**config.mk**
```make
export PLATFORM = sky130hd
export DESIGN_NAME = dsd7_uart_flat
export DESIGN_NICKNAME = d
export VERILOG_FILES = /design/src/rtl/dsd7_uart_pkg.sv /design/src/rtl/dsd7_uart_if.sv /design/src/rtl/dsd7_uart_fifo.sv /design/src/rtl/dsd7_uart.sv /design/src/flat_wrapper.sv
export SDC_FILE = /design/constraint.sdc
export NUM_CORES = 1
export LEC_CHECK = 0
export ABC_CLOCK_PERIOD_IN_PS = 5000
export BUFFER_PORTS_ARGS = -buffer_cell sky130_fd_sc_hd__buf_2
export CAP_MARGIN = 15
export CORE_MARGIN = 3
export CORE_UTILIZATION = 50
export CTS_CLUSTER_SIZE = 10
export DETAILED_ROUTE_END_ITERATION = 6
export MAX_ROUTING_LAYER = met4
export PLACE_DENSITY = 0.78
export SYNTH_ARGS = -nofsm -noshare
export SYNTH_HDL_FRONTEND = slang
export SYNTH_SLANG_ARGS = --single-unit
```
**constraint.sdc**
```tcl
create_clock -name clk_i -period 5 [get_ports clk_i]
set_input_delay 0.25 -clock clk_i [delete_from_list [all_inputs] [get_ports clk_i]]
set_output_delay 0.25 -clock clk_i [all_outputs]
set_load 0.01 [all_outputs]
```
**src/rtl/dsd7_uart_pkg.sv**
```systemverilog
// dsd7_uart_pkg: register map, status bit positions, oversampling constants and serial FSM states
package dsd7_uart_pkg;
  localparam logic [1:0] R_DATA = 2'd0;
  localparam logic [1:0] R_STAT = 2'd1;
  localparam logic [1:0] R_CTRL = 2'd2;
  localparam logic [1:0] R_DIV  = 2'd3;
  localparam int S_RXNE   = 0;
  localparam int S_TXNF   = 1;
  localparam int S_TXIDLE = 2;
  localparam int S_OVR    = 3;
  localparam int S_FRM    = 4;
  localparam int S_CNT    = 8;
  localparam int OVS = 16;
  localparam logic [3:0] OVS_LAST = 4'(OVS - 1);
  localparam logic [3:0] OVS_MID  = 4'(OVS / 2 - 1);
  typedef enum logic [1:0] {ST_IDLE, ST_START, ST_DATA, ST_STOP} uart_st_t;
endpackage

```
**src/rtl/dsd7_uart_if.sv**
```systemverilog
// dsd7_uart_if: iob1 slave bus bundle between the bridge and the UART
interface dsd7_uart_if;
  logic        cyc_i;
  logic        stb_i;
  logic        we_i;
  logic        ack_o;
  logic [31:0] adr_i;
  logic [31:0] dat_i;
  logic [31:0] dat_o;
  modport master (output cyc_i, stb_i, we_i, adr_i, dat_i, input ack_o, dat_o);
  modport slave  (input cyc_i, stb_i, we_i, adr_i, dat_i, output ack_o, dat_o);
endinterface

```
**src/rtl/dsd7_uart_fifo.sv**
```systemverilog
// dsd7_uart_fifo: byte-wide synchronous FIFO; a push while full is accepted only alongside a pop
module dsd7_uart_fifo #(
  parameter int AW = 4
) (
  input  logic        clk,
  input  logic        rst_n,
  input  logic        push,
  input  logic        pop,
  input  logic [7:0]  din,
  output logic [7:0]  dout,
  output logic        full,
  output logic        empty,
  output logic [AW:0] count
);
  logic [7:0]    mem [2**AW];
  logic [AW-1:0] wp, rp;
  logic          do_push, do_pop;
  assign empty   = count == '0;
  assign full    = count[AW];
  assign do_pop  = pop & ~empty;
  assign do_push = push & (~full | do_pop);
  assign dout    = mem[rp];
  always_ff @(posedge clk or negedge rst_n)
    if (!rst_n) begin
      wp    <= '0;
      rp    <= '0;
      count <= '0;
    end else begin
      if (do_push) wp <= wp + (AW)'(1);
      if (do_pop) rp <= rp + (AW)'(1);
      count <= count + (AW+1)'(do_push) - (AW+1)'(do_pop);
    end
  always_ff @(posedge clk)
    if (do_push) mem[wp] <= din;
endmodule

```
**src/rtl/dsd7_uart.sv**
```systemverilog
// dsd7_uart: 16x-oversampled 8N1 UART on iob1 with TX/RX FIFOs, baud divisor and level IRQ
module dsd7_uart
  import dsd7_uart_pkg::*;
#(
  parameter logic [31:0] pIOAddress = 32'hFFDC0A00,
  parameter logic [15:0] pDefDiv    = 16'd13,
  parameter int          pFifoAw    = 4
) (
  input  logic        clk_i,
  input  logic        rst_ni,
  dsd7_uart_if.slave  b,
  input  logic        rxd_i,
  output logic        txd_o,
  output logic        irq_o
);
  logic             cs, act, rd, wr, ack, tick;
  logic [1:0]       rs;
  logic [31:0]      rdat, rval, stat;
  logic [1:0]       ctrl;
  logic [15:0]      div, cnt;
  logic             ovr, frm, irq, ovr_set, frm_set;
  logic             rx_m, rx_s, rx_p, rx_fall;
  uart_st_t         rx_st, rx_nst, tx_st, tx_nst;
  logic [3:0]       rx_tc, rx_ntc, tx_tc, tx_ntc;
  logic [2:0]       rx_bc, rx_nbc, tx_bc, tx_nbc;
  logic [7:0]       rx_sh, rx_nsh, tx_sh, tx_nsh;
  logic             rx_done, rx_pop, rx_full, rx_empty;
  logic             tx_push, tx_pop, tx_full, tx_empty, tx_idle, txd, txd_n;
  logic [7:0]       rx_dout, tx_dout;
  logic [pFifoAw:0] rx_cnt, tx_cnt;
  logic             unused_ok;
  assign cs        = b.cyc_i & b.stb_i & (b.adr_i[31:4] == pIOAddress[31:4]);
  assign act       = cs & ~ack;
  assign rs        = b.adr_i[3:2];
  assign wr        = act & b.we_i;
  assign rd        = act & ~b.we_i;
  assign b.ack_o   = ack;
  assign b.dat_o   = (ack & cs) ? rdat : 32'd0;
  assign txd_o     = txd;
  assign irq_o     = irq;
  assign tick      = cnt == 16'd0;
  assign rx_fall   = rx_p & ~rx_s;
  assign rx_pop    = rd & (rs == R_DATA) & ~rx_empty;
  assign tx_push   = wr & (rs == R_DATA);
  assign tx_idle   = tx_empty & (tx_st == ST_IDLE);
  assign ovr_set   = rx_done & rx_full & ~rx_pop;
  assign unused_ok = ^{b.dat_i[31:16], b.adr_i[1:0], tx_cnt};
  dsd7_uart_fifo #(.AW(pFifoAw)) u_rxf (
    .clk(clk_i), .rst_n(rst_ni), .push(rx_done), .pop(rx_pop), .din(rx_sh),
    .dout(rx_dout), .full(rx_full), .empty(rx_empty), .count(rx_cnt)
  );
  dsd7_uart_fifo #(.AW(pFifoAw)) u_txf (
    .clk(clk_i), .rst_n(rst_ni), .push(tx_push), .pop(tx_pop), .din(b.dat_i[7:0]),
    .dout(tx_dout), .full(tx_full), .empty(tx_empty), .count(tx_cnt)
  );
  always_comb begin
    stat           = 32'(rx_cnt) << S_CNT;
    stat[S_RXNE]   = ~rx_empty;
    stat[S_TXNF]   = ~tx_full;
    stat[S_TXIDLE] = tx_idle;
    stat[S_OVR]    = ovr;
    stat[S_FRM]    = frm;
    rval = (rs == R_DATA) ? (rx_empty ? 32'd0 : {24'd0, rx_dout}) :
           (rs == R_STAT) ? stat :
           (rs == R_CTRL) ? {30'd0, ctrl} : {16'd0, div};
  end
  // Receiver: start confirmed mid-bit, then every bit sampled one full bit-time later
  always_comb begin
    rx_nst  = rx_st;
    rx_ntc  = rx_tc;
    rx_nbc  = rx_bc;
    rx_nsh  = rx_sh;
    rx_done = 1'b0;
    frm_set = 1'b0;
    case (rx_st)
      ST_IDLE: if (rx_fall) begin
        rx_nst = ST_START;
        rx_ntc = '0;
      end
      ST_START: if (tick) begin
        rx_ntc = rx_tc + 4'd1;
        if (rx_tc == OVS_MID) begin
          rx_nst = rx_s ? ST_IDLE : ST_DATA;
          rx_ntc = '0;
          rx_nbc = '0;
        end
      end
      ST_DATA: if (tick) begin
        rx_ntc = rx_tc + 4'd1;
        if (rx_tc == OVS_LAST) begin
          rx_nsh = {rx_s, rx_sh[7:1]};
          rx_nbc = rx_bc + 3'd1;
          if (rx_bc == 3'd7) rx_nst = ST_STOP;
        end
      end
      ST_STOP: if (tick) begin
        rx_ntc = rx_tc + 4'd1;
        if (rx_tc == OVS_LAST) begin
          rx_nst  = ST_IDLE;
          rx_done = rx_s;
          frm_set = ~rx_s;
        end
      end
    endcase
  end
  // Transmitter: STOP chains straight into the next START when more bytes are queued
  always_comb begin
    tx_nst = tx_st;
    tx_ntc = tx_tc;
    tx_nbc = tx_bc;
    tx_nsh = tx_sh;
    tx_pop = 1'b0;
    case (tx_st)
      ST_IDLE: if (tick & ~tx_empty) begin
        tx_pop = 1'b1;
        tx_nsh = tx_dout;
        tx_nst = ST_START;
        tx_ntc = '0;
      end
      ST_START: if (tick) begin
        tx_ntc = tx_tc + 4'd1;
        if (tx_tc == OVS_LAST) begin
          tx_nst = ST_DATA;
          tx_nbc = '0;
        end
      end
      ST_DATA: if (tick) begin
        tx_ntc = tx_tc + 4'd1;
        if (tx_tc == OVS_LAST) begin
          tx_nsh = {1'b1, tx_sh[7:1]};
          tx_nbc = tx_bc + 3'd1;
          if (tx_bc == 3'd7) tx_nst = ST_STOP;
        end
      end
      ST_STOP: if (tick) begin
        tx_ntc = tx_tc + 4'd1;
        if (tx_tc == OVS_LAST) begin
          tx_pop = ~tx_empty;
          tx_nsh = tx_empty ? tx_sh : tx_dout;
          tx_nst = tx_empty ? ST_IDLE : ST_START;
        end
      end
    endcase
    txd_n = (tx_nst == ST_START) ? 1'b0 : (tx_nst == ST_DATA) ? tx_nsh[0] : 1'b1;
  end
  always_ff @(posedge clk_i or negedge rst_ni)
    if (!rst_ni) begin
      ack   <= 1'b0;
      rdat  <= '0;
      ctrl  <= '0;
      div   <= pDefDiv;
      cnt   <= pDefDiv;
      ovr   <= 1'b0;
      frm   <= 1'b0;
      irq   <= 1'b0;
      rx_m  <= 1'b1;
      rx_s  <= 1'b1;
      rx_p  <= 1'b1;
      rx_st <= ST_IDLE;
      rx_tc <= '0;
      rx_bc <= '0;
      rx_sh <= '0;
      tx_st <= ST_IDLE;
      tx_tc <= '0;
      tx_bc <= '0;
      tx_sh <= '0;
      txd   <= 1'b1;
    end else begin
      ack <= cs;
      if (rd) rdat <= rval;
      if (wr & (rs == R_CTRL)) ctrl <= b.dat_i[1:0];
      if (wr & (rs == R_DIV)) div <= b.dat_i[15:0];
      cnt   <= (wr & (rs == R_DIV)) ? b.dat_i[15:0] : tick ? div : cnt - 16'd1;
      ovr   <= ovr_set | (ovr & ~(wr & (rs == R_STAT) & b.dat_i[S_OVR]));
      frm   <= frm_set | (frm & ~(wr & (rs == R_STAT) & b.dat_i[S_FRM]));
      irq   <= (ctrl[0] & ~rx_empty) | (ctrl[1] & tx_idle) | ovr | frm;
      rx_m  <= rxd_i;
      rx_s  <= rx_m;
      rx_p  <= rx_s;
      rx_st <= rx_nst;
      rx_tc <= rx_ntc;
      rx_bc <= rx_nbc;
      rx_sh <= rx_nsh;
      tx_st <= tx_nst;
      tx_tc <= tx_ntc;
      tx_bc <= tx_nbc;
      tx_sh <= tx_nsh;
      txd   <= txd_n;
    end
endmodule

```
**src/flat_wrapper.sv**
```systemverilog
// flat-port wrapper written by rule: the top's interface ports become plain ports
module dsd7_uart_flat import dsd7_uart_pkg::*;
#(
  parameter logic [31:0] pIOAddress = 32'hFFDC0A00,
  parameter logic [15:0] pDefDiv    = 16'd13,
  parameter int          pFifoAw    = 4
)
  (clk_i, rst_ni, rxd_i, txd_o, irq_o, b_cyc_i, b_stb_i, b_we_i, b_adr_i, b_dat_i, b_ack_o, b_dat_o);
  dsd7_uart_if b_i ();
  input  logic clk_i;
  input  logic rst_ni;
  input  logic rxd_i;
  output logic txd_o;
  output logic irq_o;
  input wire logic [$bits(b_i.cyc_i)-1:0] b_cyc_i;
  input wire logic [$bits(b_i.stb_i)-1:0] b_stb_i;
  input wire logic [$bits(b_i.we_i)-1:0] b_we_i;
  input wire logic [$bits(b_i.adr_i)-1:0] b_adr_i;
  input wire logic [$bits(b_i.dat_i)-1:0] b_dat_i;
  output wire logic [$bits(b_i.ack_o)-1:0] b_ack_o;
  output wire logic [$bits(b_i.dat_o)-1:0] b_dat_o;
  assign b_i.cyc_i = b_cyc_i;
  assign b_i.stb_i = b_stb_i;
  assign b_i.we_i = b_we_i;
  assign b_i.adr_i = b_adr_i;
  assign b_i.dat_i = b_dat_i;
  assign b_ack_o = b_i.ack_o;
  assign b_dat_o = b_i.dat_o;
  dsd7_uart #(.pIOAddress(pIOAddress), .pDefDiv(pDefDiv), .pFifoAw(pFifoAw)) u_core (.clk_i(clk_i), .rst_ni(rst_ni), .b(b_i), .rxd_i(rxd_i), .txd_o(txd_o), .irq_o(irq_o));
endmodule
```
==> results.json <==
{
  "drv_cap": 0,
  "via_count": 9507,
  "critical_path_arrival_ns": 4.70,
  "final_max_slew_viol_count": 0,
  "crit_fanout": 8,
  "slew_headroom_pct": 30.08,
  "worstSetupPathType": "reg -> reg",
  "io_pins": 105,
  "stdcell_count": 1689,
  "grt_pass1_wl_um": 54020,
  "pre_cts_slack_ns": 0.8102,
  "r2r_cells": 15,
  "crit_path_start_kind": "flop",
  "synth_warnings": 0,
  "viasPerCell": 5.629,
  "cts-root-buf": "clkbuf_16",
  "postCtsSetupBuffers": 0,
  "antenna_found_initial": 2,
  "worst_slew_pin_slew_ns": 1.049,
  "crit_end": "u_core.u_txf.count[4]$_DFF_PN0_",
  "grt_use_total_pct": 20.28,
  "syn_avg_cell_area_sq_um": 14.43,
  "outcome": "finished, final reports clean",
  "ant_nets": 0,
  "io_buffers": 70,
  "fillers": 2432,
  "max_stage_delay_ns": 0.58,
  "drt_wl_total_um": 33960,
  "crit_top_cell": "ha_1",
  "die_h_um": 186.4,
  "synthCells": 1127,
  "setup_viol": 0,
  "synth-seq-cells": 374,
  "p_leak_uw": 0.007120,
  "cts_sinks": 374,
  "wl_per_cell_um": 20.10,
  "fp-row-count": 65,
  "r2r-start": "u_core.cnt[1]$_DFF_PN0_",
  "final_area_sq_um": 18430,
  "synth_seq_area_share_pct": 65.49,
  "finClkSkew_ns": 0.02651,
  "drtIter0Drc": 665,
  "seq_area_sq_um": 10660,
  "fin_crit_ns": 4.239,
  "detailed_place_hpwl_um": 22160,
  "hp-class": "in -> reg",
  "final_nets": 1330,
  "synthesis.area_sq_um": 16270,
  "critPathRequiredTime_ns": 5.46,
  "ys_types": 63,
  "rsz0062_at_grt": "no",
  "drcViolationCount": 0,
  "grt_pass1_vias": 9746,
  "synthFlopType": "edfxtp_1",
  "worstSkewPairLatency_ns": 0.54,
  "dieArea_sq_um": 34730,
  "htreeDepth": 2,
  "crit_path_end_kind": "flop",
  "multiInputGateArea_sq_um": 5137,
  "cts.path.max_buffers": 3,
  "worst_slack_ns": 0.7605,
  "critPathLaunch": "u_core.cnt[1]$_DFF_PN0_",
  "rrSetupSlack_ns": 0.76,
  "clk_pin_slew_ns": 0.06,
  "dp.cells": 1600,
  "min_period_over_period_pct": 84.79,
  "path_cells": "inv_1, ha_1, or4b_1, or4_1, o31a_1, nor4_4, inv_4, ha_1, inv_1, ha_1, fa_1, a21oi_1, nor2_1, nor2_1, xnor2_1",
  "drive_gt1_share_pct": 19.39,
  "cts_buffers": 43,
  "area_growth_pct": 13.32,
  "initial_core_util_pct": 51.15,
  "grt_max_degree": 76,
  "ys_async_sr_fraction_pct": 31.55,
  "dr.pass1.iters": 5,
  "cts_tree": "yes",
  "hold_violations": 0,
  "powerDensity_nw_per_um2": 349.3,
  "r2r-end": "u_core.u_txf.count[4]$_DFF_PN0_",
  "total_power_uw": 6438,
  "grt_overflow": 0,
  "slowest_stage": "or4_1",
  "fmax_mhz": 235.9,
  "fin_setup_tns_ns": 0,
  "vdd_drop_max_uv": 322.5,
  "core-area_sq_um": 31800,
  "placed_cell_area_sq_um": 17080,
  "dieWidth_um": 186.4,
  "gp_congestion": 0.8117,
  "synth-edff-count": 256
}
[cell families after synthesis]
group	after synthesis	share of synthesized area [%]
simple gates	262	8.161
mux	107	11.26
fa+ha+maj	40	3.169
buf+inv	126	3.331
compound gates	185	6.846
xor+xnor	32	1.723
other cells	1	0.02305
flops	374	65.49
[cell usage in the layout, fill, tap and decap left out, types with 18 or more instances in the layout]
| cell | synthesis | routed |
|---|---|---|
| buf_2 | 5 | 69 |
| mux4_2 | 59 | 59 |
| clkbuf_16 | 0 | 44 |
| mux2i_1 | 30 | 30 |
| dfrtp_1 | 108 | 106 |
| a21oi_1 | 36 | 36 |
| ha_1 | 38 | 38 |
| inv_1 | 54 | 54 |
| clkbuf_1 | 39 | 31 |
| buf_4 | 16 | 24 |
| and2_1 | 22 | 22 |
| mux2_2 | 18 | 18 |
| nor2_1 | 48 | 47 |
| nand2_1 | 94 | 94 |
| o21ai_0 | 86 | 86 |
| edfxtp_1 | 256 | 256 |
[routing by layer]
metal	vias up	GRT usage (%)	routed length (um)
met5	-	-	0
met4	0	6.572	888
met3	65	3.250	1909
met2	272	34.01	17360
met1	4790	25.59	13800
li1	4380	-	-
[metrics by stage]
step | hold slack, ns | utilization (%)
finish | 0.1340 | 57.97
global route | 0.1318 | 57.97
CTS | 0.1114 | 57.96
detailed placement | 0.3550 | 53.70
global placement | 0.3525 | 53.70
floorplan | -0.04559 | -
[synthesized netlist by cell type (2+ instances only)]
| library cell | n | area share (%) |
|---|---|---|
| xnor2_1 | 16 | 0.86 |
| inv_1 | 54 | 1.2 |
| nor4b_1 | 6 | 0.32 |
| nand4b_1 | 2 | 0.11 |
| and2_1 | 22 | 0.85 |
| a21bo_2 | 2 | 0.12 |
| fa_1 | 2 | 0.25 |
| nor4_1 | 10 | 0.38 |
| buf_4 | 16 | 0.74 |
| nor2b_1 | 12 | 0.46 |
| o21ai_0 | 86 | 2.6 |
| buf_2 | 5 | 0.15 |
| mux4_2 | 59 | 8.2 |
| nor3_1 | 17 | 0.52 |
| clkbuf_1 | 39 | 0.90 |
| a31oi_1 | 2 | 0.077 |
| buf_1 | 10 | 0.23 |
| dfrtp_1 | 108 | 17 |
| a22oi_1 | 17 | 0.78 |
| nand3_1 | 14 | 0.43 |
| a221oi_1 | 8 | 0.43 |
| dfstp_2 | 10 | 1.6 |
| mux2i_1 | 30 | 1.8 |
| a22o_1 | 5 | 0.27 |
| nand4_1 | 12 | 0.46 |
| edfxtp_1 | 256 | 47 |
| xor2_1 | 16 | 0.86 |
| nand2_1 | 94 | 2.2 |
| o31ai_1 | 7 | 0.32 |
| nand3b_1 | 2 | 0.092 |
| and4_1 | 2 | 0.11 |
| nand2b_1 | 5 | 0.19 |
| and3_1 | 3 | 0.12 |
| a21oi_1 | 36 | 1.1 |
| a211oi_1 | 9 | 0.42 |
| ha_1 | 38 | 2.9 |
| nor4_4 | 2 | 0.26 |
| mux2_2 | 18 | 1.2 |
| nor2_1 | 48 | 1.1 |
| a21o_1 | 2 | 0.092 |
| or4_1 | 3 | 0.14 |
[report_power, final]
group	total [uW]	internal (uW)	switching, uW
combinational	279	107	171
clock	2810	1660	1150
sequential	3350	3320	22.9
total	6440	5090	1350
[how the worst min path moves through the flow]
stage                                      from                                to  slack (ns)  cells past startpoint
final                                b_dat_i[6]  u_core.u_txf.mem[9][6]$_DFFE_PP_        0.13                      1
after global routing                 b_dat_i[6]  u_core.u_txf.mem[9][6]$_DFFE_PP_        0.13                      1
after CTS                            b_adr_i[2]        u_core.rdat[8]$_DFFE_PN0N_        0.11                      3
after detailed placement  u_core.rx_m$_DFF_PN1_             u_core.rx_s$_DFF_PN1_        0.35                      0
after global placement    u_core.rx_m$_DFF_PN1_             u_core.rx_s$_DFF_PN1_        0.35                      0
after floorplan                          rst_ni        asynchronous set/reset pin       -0.05                      0
[worst max-delay path: cells and delay by family, from the launching register on]
kind            cells  cell delay (ns)
xor+xnor            1             0.12
flops               1             0.41
fa+ha+maj           4             1.11
simple gates        5             1.72
buf+inv             3             0.25
compound gates      2             0.53
[final cells by class]
cell class / instances / area share [%]
Clock inverter: 2 / 0.1357
Multi-Input combinational cell: 642 / 27.87
Sequential cell: 374 / 57.80
Inverter: 56 / 1.154
Antenna cell: 1 / 0.01357
Timing Repair Buffer: 103 / 3.394
Tap cell: 435 / 2.953
Clock buffer: 76 / 6.679
[state kept, by name, summed over array words and instances, names as in the netlist, 2 cells and up, named ones only]
| register | count |
|---|---|
| u_core.u_rxf.mem | 128 |
| u_core.u_txf.mem | 128 |
| u_core.cnt | 16 |
| u_core.div | 16 |
| u_core.rdat | 16 |
| u_core.rx_sh | 8 |
| u_core.tx_sh | 8 |
| u_core.u_rxf.count | 5 |
| u_core.u_txf.count | 5 |
| u_core.rx_tc | 4 |
| u_core.tx_tc | 4 |
| u_core.u_rxf.rp | 4 |
| u_core.u_rxf.wp | 4 |
| u_core.u_txf.rp | 4 |
| u_core.u_txf.wp | 4 |
| u_core.rx_bc | 3 |
| u_core.tx_bc | 3 |
| u_core.ctrl | 2 |
| u_core.tx_st | 2 |
[timing repair]
action / CTS / global route
hold buffers: 10 / 0
hold endpoints to repair: 90 / 0
gates resized for setup: 0 / 0
Note: power is estimated with default switching activity, not from simulation.
